`config.mk`:
```
export PLATFORM = sky130hd
export DESIGN_NAME = mac_operand_sequencer
export DESIGN_NICKNAME = d
export VERILOG_FILES = /design/src/rtl/mac_operand_sequencer.sv
export SDC_FILE = /design/constraint.sdc
export NUM_CORES = 1
export LEC_CHECK = 0
export CAP_MARGIN = 20
export CORE_MARGIN = 3
export CORE_UTILIZATION = 50
export CTS_BUF_LIST = sky130_fd_sc_hd__clkbuf_16
export DETAILED_ROUTE_END_ITERATION = 16
export PLACE_DENSITY = 0.95
export SLEW_MARGIN = 30
export SYNTH_ARGS = -nofsm -noshare
export SYNTH_HDL_FRONTEND = slang
export SYNTH_SLANG_ARGS = --single-unit
```
`constraint.sdc`:
```
create_clock -name clk -period 2.73 [get_ports clk]
set_input_delay 0.546 -clock clk [delete_from_list [all_inputs] [get_ports clk]]
set_output_delay 0.546 -clock clk [all_outputs]
set_load 0.02 [all_outputs]
```
`src/rtl/mac_operand_sequencer.sv`:
```
// mac_operand_sequencer: front-end feeder for the SIMD multiprecision MAC.
// Accepts a valid/ready stream of operand pairs terminated by a last flag.
// FP8 pairs are issued one per beat. FP4 pairs are packed two per byte, with
// lane0 in [7:4]. The block then waits out the MAC pipeline, returns the
// captured accumulator on a valid/ready result port and clears the MAC.
// Optional feature: define MAC_OPSEQ_PERF_CNT_EN to add the issue_cnt and
// stall_cnt performance counters.
module mac_operand_sequencer #(
  parameter int PIPE_LAT = 3,
  parameter int CNT_W    = 16
) (
  input  logic       clk,
  input  logic       rst,
  input  logic       mode_in,
  input  logic       in_valid,
  output logic       in_ready,
  input  logic [7:0] in_a,
  input  logic [7:0] in_b,
  input  logic       in_last,
  output logic [7:0] mac_a,
  output logic [7:0] mac_b,
  output logic       mac_sel,
  output logic       mac_rst_n,
  input  logic [7:0] mac_out,
  output logic       res_valid,
  input  logic       res_ready,
  output logic [7:0] res_data,
  output logic       res_mode
`ifdef MAC_OPSEQ_PERF_CNT_EN
  ,
  output logic [CNT_W-1:0] issue_cnt,
  output logic [CNT_W-1:0] stall_cnt
`endif
);

  typedef enum logic [2:0] {IDLE, HALF, WAIT, RESULT, CLEAR} state_t;

  localparam logic [3:0] WaitLast = 4'(PIPE_LAT - 1);

  state_t     state;
  logic [3:0] lane0_a;
  logic [3:0] lane0_b;
  logic [3:0] wait_cnt;
  logic       in_vec;
  logic       xfer;
  logic       eff_mode;
  logic       issue;

  // Mode in force for the current beat (latched once a vector is underway),
  // and whether the accepted beat produces a MAC issue on the next cycle.
  always_comb begin
    xfer     = in_valid && in_ready;
    eff_mode = in_vec ? mac_sel : mode_in;
    issue    = 1'b0;
    if (xfer) begin
      if (state == HALF)
        issue = 1'b1;
      else if (state == IDLE)
        issue = !eff_mode || in_last;
    end
  end

  // Sequencer FSM with registered MAC drive, handshake and result outputs.
  always_ff @(posedge clk) begin
    if (rst) begin
      state     <= IDLE;
      in_ready  <= 1'b0;
      mac_a     <= 8'h00;
      mac_b     <= 8'h00;
      mac_sel   <= 1'b0;
      mac_rst_n <= 1'b0;
      res_valid <= 1'b0;
      res_data  <= 8'h00;
      res_mode  <= 1'b0;
      lane0_a   <= 4'h0;
      lane0_b   <= 4'h0;
      wait_cnt  <= 4'h0;
      in_vec    <= 1'b0;
    end else begin
      mac_a     <= 8'h00;
      mac_b     <= 8'h00;
      mac_rst_n <= 1'b1;
      case (state)
        IDLE: begin
          in_ready <= 1'b1;
          if (xfer) begin
            if (!in_vec)
              mac_sel <= mode_in;
            if (!eff_mode) begin
              mac_a <= in_a;
              mac_b <= in_b;
            end else begin
              lane0_a <= in_a[3:0];
              lane0_b <= in_b[3:0];
              if (in_last) begin
                mac_a <= {in_a[3:0], 4'h0};
                mac_b <= {in_b[3:0], 4'h0};
              end
            end
            if (in_last) begin
              state    <= WAIT;
              in_ready <= 1'b0;
              in_vec   <= 1'b0;
              wait_cnt <= 4'h0;
            end else begin
              in_vec <= 1'b1;
              if (eff_mode)
                state <= HALF;
            end
          end
        end
        HALF: begin
          in_ready <= 1'b1;
          if (xfer) begin
            mac_a <= {lane0_a, in_a[3:0]};
            mac_b <= {lane0_b, in_b[3:0]};
            if (in_last) begin
              state    <= WAIT;
              in_ready <= 1'b0;
              in_vec   <= 1'b0;
              wait_cnt <= 4'h0;
            end else begin
              state <= IDLE;
            end
          end
        end
        WAIT: begin
          in_ready <= 1'b0;
          if (wait_cnt == WaitLast) begin
            res_data  <= mac_out;
            res_mode  <= mac_sel;
            res_valid <= 1'b1;
            state     <= RESULT;
          end else begin
            wait_cnt <= wait_cnt + 4'h1;
          end
        end
        RESULT: begin
          in_ready <= 1'b0;
          if (res_valid && res_ready) begin
            res_valid <= 1'b0;
            mac_rst_n <= 1'b0;
            state     <= CLEAR;
          end
        end
        CLEAR: begin
          in_ready <= 1'b1;
          state    <= IDLE;
        end
        default: begin
          in_ready <= 1'b0;
          state    <= IDLE;
        end
      endcase
    end
  end

`ifdef MAC_OPSEQ_PERF_CNT_EN
  // Saturating counters of MAC issues and of stalled input cycles.
  always_ff @(posedge clk) begin
    if (rst) begin
      issue_cnt <= '0;
      stall_cnt <= '0;
    end else begin
      if (issue && (issue_cnt != {CNT_W{1'b1}}))
        issue_cnt <= issue_cnt + 1'b1;
      if (in_valid && !in_ready && (stall_cnt != {CNT_W{1'b1}}))
        stall_cnt <= stall_cnt + 1'b1;
    end
  end
`else
  logic unused_perf;
  assign unused_perf = (CNT_W == 0) ^ issue;
`endif

endmodule

```
# [Yosys cells after proc, flatten, opt, wreduce, memory -nomap -nowiden]
# Cells that the tools add are included.
[classes] eq_ne=14 muxes=35 addsub=1 reduce_logical=14
[ops] op="8-bit 2-to-1 mux" n=8
[ops] op="8-bit one-hot mux with 2 select lines" n=2
[ops] op="3-bit 2-to-1 mux" n=6
[ops] op="4-bit 2-to-1 mux" n=3
[ops] op="2-bit != test, second input constant" n=6
[ops] op="3-bit one-hot mux with 4 select lines" n=1
[ops] op="1-bit 2-to-1 mux" n=10
[ops] op="4-bit one-hot mux with 2 select lines" n=1
[ops] op="4-bit AND reduction" n=2
[ops] op="3-bit by 2-bit equality test with 1-bit output, second input constant" n=2
[ops] op="1-bit one-hot mux with 2 select lines" n=3
[ops] op="3-bit AND reduction" n=2
[ops] op="2-bit nonzero test" n=3
[ops] op="5-bit AND reduction" n=1
[ops] op="4-bit by 1-bit adder with 4-bit output, second input constant" n=1
[ops] op="4-bit by 2-bit equality test with 1-bit output, second input constant" n=1
[ops] op="2-bit by 1-bit != test with 1-bit output, second input constant" n=2
[ops] op="2-bit AND reduction" n=2
[ops] op="3-bit by 1-bit equality test with 1-bit output, second input constant" n=1
[ops] op="3-bit equality test, second input constant" n=1
[ops] op="3-bit zero test" n=1
[ops] op="3-bit != test, second input constant" n=1
[ops] op="1-bit logical AND" n=2
[ops] op="2-bit 2-to-1 mux" n=1
[ops] op="2-bit OR reduction" n=1
[totals] out_inout_bits=29 ff_bits=45 elab_cells=77

# [Longest topological paths before layout]
[logic_depth] ltp_word=5 mapped_depth=6 mapped_depth_nobuf=5

# [Worst setup path before layout]
# OpenSTA, ideal clock, no wires.
[synth_path] path_type="input to register" start="in mode_in" end="reg mac_sel" setup_slack_ps=1126 setup_ps=115 cell_stages=5 arrival_ps=1489 required_time_ps=2615 cell_sequence="mux2_4 buf_12 nor4b_2 buf_4 o21a_1"
[synth_via] elab_chain_cells=1
[synth_rtl] item="from (decl)" line_no="14" source="input logic mode_in,"
[synth_rtl] item="1-bit 2-to-1 mux" line_no="87" source="if (!in_vec)"
[synth_rtl] item="to (signal assigned)" line_no="88" source="mac_sel <= mode_in;"
[synth_rtl] item="to (decl)" line_no="22" source="output logic mac_sel,"
# Every way passes these cells.
# A chain may end at the register's enable or synchronous reset.

# [Final worst setup path]
[layout_path] start="in in_last" end="reg wait_cnt[1]"
[layout_via] elab_chain_cells=2
[layout_rtl] item="from (decl)" line_no="19" source="input logic in_last,"
[layout_rtl] item="2-bit by 1-bit != test with 1-bit output (no source line)"
[layout_rtl] item="4-bit AND reduction (no source line)"
[layout_rtl] item="to (signal assigned)" line_no="135" source="wait_cnt <= wait_cnt + 4'h1;"
[layout_rtl] item="to (decl)" line_no="43" source="logic [3:0] wait_cnt;"
# Every way passes these cells.

==> impl_metrics.py <==
metrics = {
    "route": {
        "drt_iter0_markers": 98,
        "drtAntennaViolNets": 0,
        "first_pass_iters": 4,
        "num_vias": 1611,
        "viasPerCell": 5.370,
        "wl_um": 4232,
        "post-route-drc-count": 0,
        "wire_per_inst_um": 14.11,
    },
    "floorplan": {
        "initial_utilization_pct": 54.62,
        "die_y_um": 68.02,
        "dieArea_mm2": 0.004626,
        "core_area_mm2": 0.003521,
        "rows": 21,
        "dieWidth_um": 68.02,
        "ios": 59,
    },
    "clock_network": {
        "clk_latency_ps": 280,
        "cts_resized": 0,
        "clkSinkCount": 45,
        "cts_tree": "built",
        "cts_hold_buf": 0,
        "path_clk_slew_ps": 60,
        "cts_setup_buffers": 0,
        "cts_buffer_depth": 2,
        "cts_max_level": 2,
        "clock-root-buffer": "clkbuf_16",
        "cts_made_buffers": 5,
    },
    "worst_setup_path": {
        "cp-start-kind": "primary input",
        "end_kind": "flip-flop",
        "crit_path_max_fanout": 11,
        "worst-setup-path-type": "in -> reg",
        "required_ps": 2900,
        "cp.arrival_ps": 2090,
    },
    "sta": {
        "fin_skew_ps": 5.089,
        "fmax_mhz": 522.1,
        "hold_viol_final": 0,
        "slew_violations": 0,
        "finalCritPeriodShare_pct": 70.16,
        "setup_viol": 0,
        "hold_ws_ps": 457.5,
        "final.setup.worst_slack_ps": 814.7,
        "rsz0062_at_grt": "no",
        "setup-tns-final_ps": 0,
        "tightest_slew_ps": 684.0,
        "min_period_ps": 1915,
        "relSlewSlack_pct": 54.33,
    },
    "synth": {
        "yosys.area.top_type": "dfxtp_1",
        "yosysUniqueCellTypes": 38,
        "synth_area_mm2": 0.001923,
        "syn-num-nets": 227,
        "ys_seq_area_share_pct": 46.84,
        "yosysTopAreaCellShare_pct": 46.84,
        "synth_warnings": 0,
        "syn_area_per_cell_um2": 9.862,
        "syn_inst": 195,
        "synth_seq_cells": 45,
        "synthTopCellsByArea": "dfxtp_1 (47%), mux2i_1 (13%), nand2_1 (7.2%)",
    },
    "pwr": {
        "p_sw_share_pct": 22.50,
        "p_switching_uw": 316.8,
        "p_int_mw": 1.091,
        "p_comb_share_pct": 10.9,
        "pwr-share-seq_pct": 48.6,
        "powerDensity_mw_per_mm2": 524.9,
        "power_leakage_nw": 0.9911,
        "ir_drop_uv": 343.7,
        "p_clk_share_pct": 40.5,
    },
    "global_routing": {
        "track_usage_pct": 19.64,
        "grt_first_pass_wirelength_um": 6789,
        "grt_pass1_vias": 1573,
        "grt_max_degree": 38,
        "grt_overflow": 0,
        "antenna_found_initial": 0,
    },
    "cells_and_area": {
        "final_util_pct": 76.19,
        "fin_cells": 300,
        "nets": 285,
        "area_delta_synth_final_pct": 39.49,
        "diodes": 0,
        "drive_gt1_share_pct": 7.874,
    },
    "placed_design": {
        "dp_slack_ps": 536.8,
        "dp_cells": 292,
        "dp_hpwl_um": 2997,
        "port_buffers": 58,
        "gp_congestion": 0.8207,
    },
    "hold_path": {
        "hold_path_class": "reg -> reg",
    },
    "flow_run": {
        "drv_cap": 0,
    },
    "run_status": {
        "status": "finished, final reports clean",
    },
}
## critical path, cell delays in order
cell	delay (ps)
clkdlybuf4s50_1	680
nand3_1	260
o311a_1	350
mux2_2	260
## cell usage after synthesis
master and n:
mux2_2 1, and3_1 1, o2bb2ai_1 8, nand3b_1 1
buf_1 2, ha_1 2, mux2_4 1, nand2_1 37
inv_1 4, mux2i_1 25, buf_4 1, o31ai_1 2
nor4_2 1, buf_2 3, nor2_1 7, and2_1 16
a2111oi_4 1, nand4bb_1 1, nor4b_2 1, a31oi_1 1
o21a_1 3, nor3b_1 1, nor3_1 4, nand4_1 3
buf_12 1, clkbuf_1 6, o311a_1 1, dfxtp_1 45
a32o_1 1, o31a_1 2, or4_1 1, or3b_1 1
or4b_1 2, nand3b_2 1, a2111oi_0 1, o41ai_1 1
a21oi_1 2, nand3_1 3
## layer usage
| layer | routed length, um | vias to the layer above | track usage (%) |
|---|---|---|---|
| li1 | - | 796 | - |
| met1 | 1800 | 743 | 21.12 |
| met2 | 2002 | 61 | 34.90 |
| met3 | 323 | 11 | 5.255 |
| met4 | 107 | 0 | 10.17 |
| met5 | 0 | - | 0 |
## layout by cell type, fill, tap and decap left out, types with 5 or more instances in the layout
cell type	n
mux2i_1	25
nor2_1	7
dfxtp_1	45
buf_4	6
clkbuf_16	5
inv_1	5
o2bb2ai_1	8
and2_1	16
nand2_1	37
clkdlybuf4s50_1	58
## kinds of logic after synthesis
logic type / synth area share, %
buffers and inverters: 4.554
AND/OR/NAND/NOR: 22.19
adder cells (fa/ha/maj): 1.301
multiplexers: 14.38
AO/OA/AOI/OAI: 10.74
flip-flops: 46.84
## final cells by class
type / count / area, um2
multi-input combinational: 133 / 939.7
sequential: 45 / 900.9
fill: 258 / 838.3
timing repair buffer: 64 / 625.6
clock buffer: 5 / 125.1
tap: 46 / 57.56
clock inverter: 3 / 18.77
inverter: 4 / 15.01
## power by group through the flow
stage	Sequential (mW)	Clock, mW	Combinational, mW
global route	0.686	0.599	0.167
global placement	0.698	0	0.150
detailed placement	0.698	0	0.153
floorplan	0.704	0	0.0741
CTS	0.684	0.579	0.155
finish	0.684	0.570	0.154
## per-stage QoR
stage / total power, mW / area (um2)
floorplan: 0.7782 / 1923
global placement: 0.8475 / 2539
detailed placement: 0.8510 / 2539
CTS: 1.418 / 2683
global route: 1.452 / 2683
finish: 1.408 / 2683
## registers in the layout, indices dropped and copies added (netlist names), 3 cells and up
signal,count
lane0_b,4
wait_cnt,4
state,3
mac_a,8
mac_b,8
res_data,8
lane0_a,4
## worst paths after layout
kind	from	to	slack, ps	depth (start not counted)
max	in_last	wait_cnt[1]	810	4
min	res_data[5]	res_data[5]	460	2
max reg2reg	state[2]	wait_cnt[1]	1070	3
min reg2reg	res_data[5]	res_data[5]	460	2
Note: power is estimated with default switching activity, not from simulation.
